===== config.mk =====
export PLATFORM = sky130hd
export DESIGN_NAME = pipe_stall_arbiter
export DESIGN_NICKNAME = d
export VERILOG_FILES = /design/src/rtl/pipe_stall_arbiter.sv
export SDC_FILE = /design/constraint.sdc
export NUM_CORES = 1
export LEC_CHECK = 0
export BUFFER_PORTS_ARGS = -buffer_cell sky130_fd_sc_hd__buf_2
export CAP_MARGIN = 20
export CORE_MARGIN = 4
export CORE_UTILIZATION = 45
export DETAILED_ROUTE_END_ITERATION = 10
export PLACE_DENSITY = 0.78
export REMOVE_ABC_BUFFERS = 1
export SETUP_SLACK_MARGIN = 0.4
export SLEW_MARGIN = 20
export SYNTH_ARGS = -nofsm -noshare
export SYNTH_HDL_FRONTEND = slang
export SYNTH_SLANG_ARGS = --single-unit

===== constraint.sdc =====
create_clock -name clk -period 1.7 [get_ports clk]
set_input_delay 0.255 -clock clk [delete_from_list [all_inputs] [get_ports clk]]
set_output_delay 0.255 -clock clk [all_outputs]
set_load 0.1 [all_outputs]

===== src/rtl/pipe_stall_arbiter.sv =====
// pipe_stall_arbiter: round-robin grant of two pipelines into one registered output slot, stalling the loser; `ARB_STALL_CNT_EN adds saturating stall counters
module pipe_stall_arbiter #(
  parameter int DATA_W = 32,
  parameter int CNT_W = 16
) (
  input  logic              clk,
  input  logic              reset,
  input  logic              in_valid_1,
  input  logic [DATA_W-1:0] in_data_1,
  input  logic              in_valid_2,
  input  logic [DATA_W-1:0] in_data_2,
  output logic              stall_1,
  output logic              stall_2,
  output logic              out_valid,
  output logic [DATA_W-1:0] out_data,
  output logic              out_src,
  input  logic              out_ready
`ifdef ARB_STALL_CNT_EN
  ,
  output logic [CNT_W-1:0]  stall_cnt_1,
  output logic [CNT_W-1:0]  stall_cnt_2
`endif
);
  typedef enum logic {PRI1, PRI2} pri_t;
  pri_t state, state_nx;
  logic accept, grant_1, grant_2;
  always_comb begin
    accept = ~out_valid | out_ready;
    grant_1 = accept & in_valid_1 & (~in_valid_2 | state == PRI1);
    grant_2 = accept & in_valid_2 & (~in_valid_1 | state == PRI2);
    state_nx = (accept & in_valid_1 & in_valid_2) ? (state == PRI1 ? PRI2 : PRI1) : state;
    stall_1 = in_valid_1 & ~grant_1;
    stall_2 = in_valid_2 & ~grant_2;
  end
  always_ff @(posedge clk) begin
    if (reset) begin
      state <= PRI1;
      out_valid <= 1'b0;
      out_data <= '0;
      out_src <= 1'b0;
    end else begin
      state <= state_nx;
      if (accept) begin
        out_valid <= grant_1 | grant_2;
        if (grant_1 | grant_2) begin
          out_data <= grant_2 ? in_data_2 : in_data_1;
          out_src <= grant_2;
        end
      end
    end
  end
`ifdef ARB_STALL_CNT_EN
  always_ff @(posedge clk) begin
    if (reset) begin
      stall_cnt_1 <= '0;
      stall_cnt_2 <= '0;
    end else begin
      stall_cnt_1 <= stall_cnt_1 + CNT_W'(stall_1 & ~&stall_cnt_1);
      stall_cnt_2 <= stall_cnt_2 + CNT_W'(stall_2 & ~&stall_cnt_2);
    end
  end
`endif
endmodule


==> impl_metrics.toml, run 1 <==
[drt]
postRouteAntennaNets = 0
vias = 2366
first_iter_violations = 196
drt_first_pass_iters = 4
routed_wl_um = 7400
drc = 0
wl_per_cell_um = 20.1
vias_per_cell = 6.43

[logic_synthesis]
ys_top_cells_by_area = "dfxtp_1, nor4_1, a2111oi_0, a21oi_1, nor4_2"
netlist_top_cells_count = "nor4_1, dfxtp_1, a21oi_1"
yosys_warnings = 0
yosysSeqAreaShare = 0.359
synth_top_flop_cell = "dfxtp_1"
syn_avg_cell_area_um2 = 8.95
synth-edff-count = 0
synth_cells = 218
yosysTopAreaCell = "dfxtp_1"
mappedNetlistArea_um2 = 1950
async_reset_ff_frac = 0
yosys.area.top_type_share = 0.359
synth-seq-cells = 35
synth.most_common_cell = "nor4_1"
synth_cell_types = 23

[floorplanning]
die_x_um = 73.9
io_pins = 105
core_um2 = 4090
start_util = 0.478
dieHeight_um = 73.9
row_count = 23
die_area_um2 = 5460

[clock_tree]
numCtsBuffers = 5
cts.path.max_buffers = 2
cts.sinks = 35
holdBufCountCts = 0
clk_pin_slew_ns = 0.07
clk_latency_ns = 0.29
cts_root_buf = "clkbuf_8"
cts.htree.levels = 2
tritoncts = "yes"

[sta]
worst_pin_slew_ns = 0.739
timing_hold_violations_final = 0
min_period_over_period = 0.890
finClkSkew_ns = 0.0116
rsz0062_at_grt = "yes"
fin_crit_ns = 1.51
maxSlewViolCount = 0
relSlewSlack = 0.507
whs_ns = 0.288
setup_viol_count_final = 0
max_freq_ghz = 0.661

[worst_setup_path]
cp.arrival_ns = 1.26
worst_r2r_path_depth = 5
path_buf_inv = 2
path_delay_family = "flip-flops"
cp_cell_sequence = "buf_8 > nand2b_4 > a21oi_4 > buf_12"
cp_max_fo = 3
crit_type = "flip-flop to primary output"
end_kind = "primary output"
slowest_stage = "dfxtp_4"
required_ns = 1.44
startpoint_type = "flip-flop"
path_depth = 4
critPathMaxStageDelay_ns = 0.37

[layout]
fin_nets = 386
drive_above_1_share = 0.591
final_area_um2 = 3130
diodes = 0
fin_util = 0.765
areaGrowthSynthToFinish_pct = 60.2
instances_no_fill = 368

[hold_path]
holdPathStages = 3
hold_path.class = "input port to flip-flop"

[power_and_ir_drop]
power_mw = 3.03
power.density_nw_per_um2 = 970
ir_worst_vdd_v = 0.000806
p_leak_nw = 1.21

[global_route]
grt_max_degree = 36
grt-ovfl-total = 0
grt_use_total = 0.252
grt_pass1_wl_um = 10700
grt_pass1_vias = 2115
antenna_found_initial = 0

[placed_design]
dp_hpwl_um = 4270
place_inst = 349
gp_congestion = 0.775
port_buffers = 104
place_area_um2 = 2460

[run]
maxCapViolations = 0

[status]
status = "completed"
==> registers in the layout (all words and copies together) (netlist names) <==
name / flops
state: 1
out_data: 32
out_valid: 1
out_src: 1
==> layout by cell type (no fill, tap or decap), types with 6 or more instances in the layout <==
cell       instances
buf_2             68
nor4_1            51
buf_4             47
dfxtp_1           33
a21oi_1           28
a2111oi_2         17
nor4_2            12
a21oi_2            7
a2111oi_0          7
clkbuf_8           6
==> logic make-up after synthesis <==
logic type	share of synthesized area
and+or+nand+nor	0.255
buffers and inverters	0.123
AOI/OAI and AO/OA	0.263
DFF	0.359
==> stage by stage <==
step | TNS, ns | setup WS [ns]
after floorplan | -43.14 | -2.02
after global placement | 0 | 0.202
after detailed placement | 0 | 0.122
after CTS | 0 | 0.181
after global routing | 0 | 0.155
final | 0 | 0.187
==> cell type report <==
| cell class | count | area (µm²) |
|---|---|---|
| Timing Repair Buffer | 129 | 958 |
| Clock inverter | 2 | 35.0 |
| Clock buffer | 6 | 82.6 |
| Sequential cell | 35 | 708 |
| Fill cell | 290 | 960 |
| Multi-Input combinational cell | 144 | 1270 |
| Tap cell | 50 | 62.6 |
| Inverter | 2 | 10.0 |
==> final timing paths <==
check	from	to	slack, ns
setup / recovery	state	stall_2	0.19
hold / removal	in_data_2[20]	out_data[20]	0.29
hold reg to reg	out_src	out_src	0.50
setup reg to reg	out_valid	state	0.27
==> per-layer routing <==
layer	vias to the layer above	GRT usage	wire, µm	share of wire
li1	1102	-	-	-
met1	1112	0.323	2920	0.39
met2	140	0.421	3580	0.48
met3	12	0.0575	784	0.11
met4	0	0.0684	114	0.015
met5	-	0	0	0
==> tightest hold or removal path: stages <==
cell	delay (ns)
buf_2	0.07
nor4_1	0.04
nor4_1	0.14
==> what timing repair did <==
item,in CTS,in global routing
gates resized for setup,60,43
endpoints found under the setup margin,57,35
gates cloned,2,2
buffers inserted,6,1
hold endpoints to repair,0,0
pin swaps,3,11
==> where the power goes <==
part | total [mW] | internal, mW | leakage, nW | switching [mW]
clock network | 0.793 | 0.475 | 0.0612 | 0.318
logic | 1.29 | 0.370 | 0.851 | 0.922
registers | 0.949 | 0.898 | 0.293 | 0.0511
No activity file was read; power rests on OpenSTA's default activity.
==> run 2: changes to the inputs <==
CORE_ASPECT_RATIO = 0.5   (was unset)
==> run 2 against run 1 <==
Clock skew rose by 0.0034 ns. Core utilization up 4.3 points. Flip-flop and latch count unchanged. First-iteration DRC count increased by 92%. Largest power group unchanged. Sequential power grew 0.6%. Final cell count rose by 5.2%. Die area is 1.2% higher. Maximum frequency down 4.9%. Sequential share of layout area shrank 0.98 points.
==> impl_metrics.toml, run 2 (synthesis gave the netlist of run 1 again) <==
[status]
status = "completed"

[global_route]
grt_pass1_wl_um = 11700
grt_pass1_vias = 2347
grt-ovfl-total = 0
antenna_found_initial = 0
grt_use_total = 0.272
grt_max_degree = 36

[placed_design]
port_buffers = 104
pre_cts_ws_ns = 0.177
gp_congestion = 0.825
dp_hpwl_um = 4230
place_area_um2 = 2430

[worst_setup_path]
end_kind = "flip-flop"
required_ns = 1.93
rrSetupSlack_ns = 0.11
cp_max_fo = 15
startpoint_type = "flip-flop"
cp.arrival_ns = 1.83
r2r_start = "state"
worst_r2r_path_depth = 4
crit_type = "flip-flop to flip-flop"
regToRegEndpoint = "state"

[drt]
drc = 0
wl_per_cell_um = 25.3
postRouteAntennaNets = 0
vias_per_cell = 7.19
drt_first_pass_iters = 5
first_iter_violations = 376
vias = 2782
routed_wl_um = 9790

[hold_path]
hold_path.class = "input port to flip-flop"
min_to = "out_data[0]"
hp-start = "in_data_1[0]"
holdPathStages = 3

[layout]
fin_util = 0.808
fin_nets = 401
largest_reg_flops = 32
layout_common_cells = "buf_2, buf_4, nor4_1"
diodes = 0
mostFrequentLayoutCell = "buf_2"
areaGrowthSynthToFinish_pct = 67.4
drive_above_1_share = 0.589
final_area_um2 = 3270
top_register = "out_data"

[clock_tree]
clk_pin_slew_ns = 0.08
cts.path.max_buffers = 2
cts.htree.levels = 2
numCtsBuffers = 5
tritoncts = "yes"
clk_latency_ns = 0.31
cts_root_buf = "clkbuf_8"
cts.sinks = 35

[floorplanning]
die_x_um = 101
dieHeight_um = 54.6
io_pins = 105
row_count = 16
die_area_um2 = 5520
core_um2 = 4040
start_util = 0.483

[power_and_ir_drop]
ir_worst_vdd_v = 0.000457
power.density_nw_per_um2 = 910
p_leak_nw = 1.29

[sta]
min_period_over_period = 0.936
whs_ns = 0.273
finClkSkew_ns = 0.0150
relSlewSlack = 0.621
setup_viol_count_final = 0
worst_slack_ns = 0.108
rsz0062_at_grt = "yes"
maxSlewViolCount = 0
timing_hold_violations_final = 0
fin_crit_ns = 1.59
worst_pin_slew_ns = 0.569
max_freq_ghz = 0.628

[run]
maxCapViolations = 0
[run 2: final cells by class]
class / instances / area (µm²)
clock buffer: 7 / 76.3
multi-input combinational: 145 / 1270
sequential: 35 / 708
clock inverter: 1 / 5.00
fill: 219 / 776
tap: 54 / 67.6
timing repair buffer: 143 / 1130
inverter: 2 / 12.5
[run 2: power breakdown]
| group | switching [mW] | internal [mW] | leakage [nW] |
|---|---|---|---|
| clock | 0.340 | 0.288 | 0.0422 |
| combinational | 0.978 | 0.413 | 0.950 |
| sequential | 0.0563 | 0.898 | 0.293 |
[run 2: worst max-delay path by stage]
stage	startpoint	endpoint	depth (start not counted)	slack (ns)
after floorplan	out_valid	stall_1	2	-2.02
final	state	state	4	0.11
after detailed placement	in_valid_1	stall_1	5	0.18
after CTS	state	stall_2	4	0.19
after global placement	in_valid_1	out_data[11]	4	-0.12
after global routing	state	stall_2	4	0.09
[run 2: through the flow]
stage | power (mW) | setup TNS (ns) | instances
2_1_floorplan | 1.75 | -43.14 | 181
3_3_place_gp | 2.02 | -3.18 | 348
3_5_place_dp | 2.03 | 0 | 348
4_1_cts | 2.75 | 0 | 367
5_1_grt | 3.05 | 0 | 387
6_report | 2.97 | 0 | 387
[run 2: worst max-delay path, cell delays in order, from the launching register on]
cell	delay (ns)
dfxtp_4	0.37
buf_12	0.13
buf_4	0.22
or4_1	0.60
a21oi_2	0.18
[run 2: what timing repair did]
action | in CTS | in global routing
setup endpoints to repair | 68 | 37
hold buffers | 0 | 0
buffers inserted | 7 | 16
resized for setup | 50 | 52
pin swaps | 1 | 12
gates cloned | 4 | 4
hold endpoints to repair | 0 | 0
[run 2: routing by layer]
metal  track usage  up-vias  share of wire
met5             0        -              0
met4         0.139        0          0.069
met3        0.0611       74           0.12
met2         0.455      272           0.44
met1         0.337     1305           0.37
li1              -     1131              -
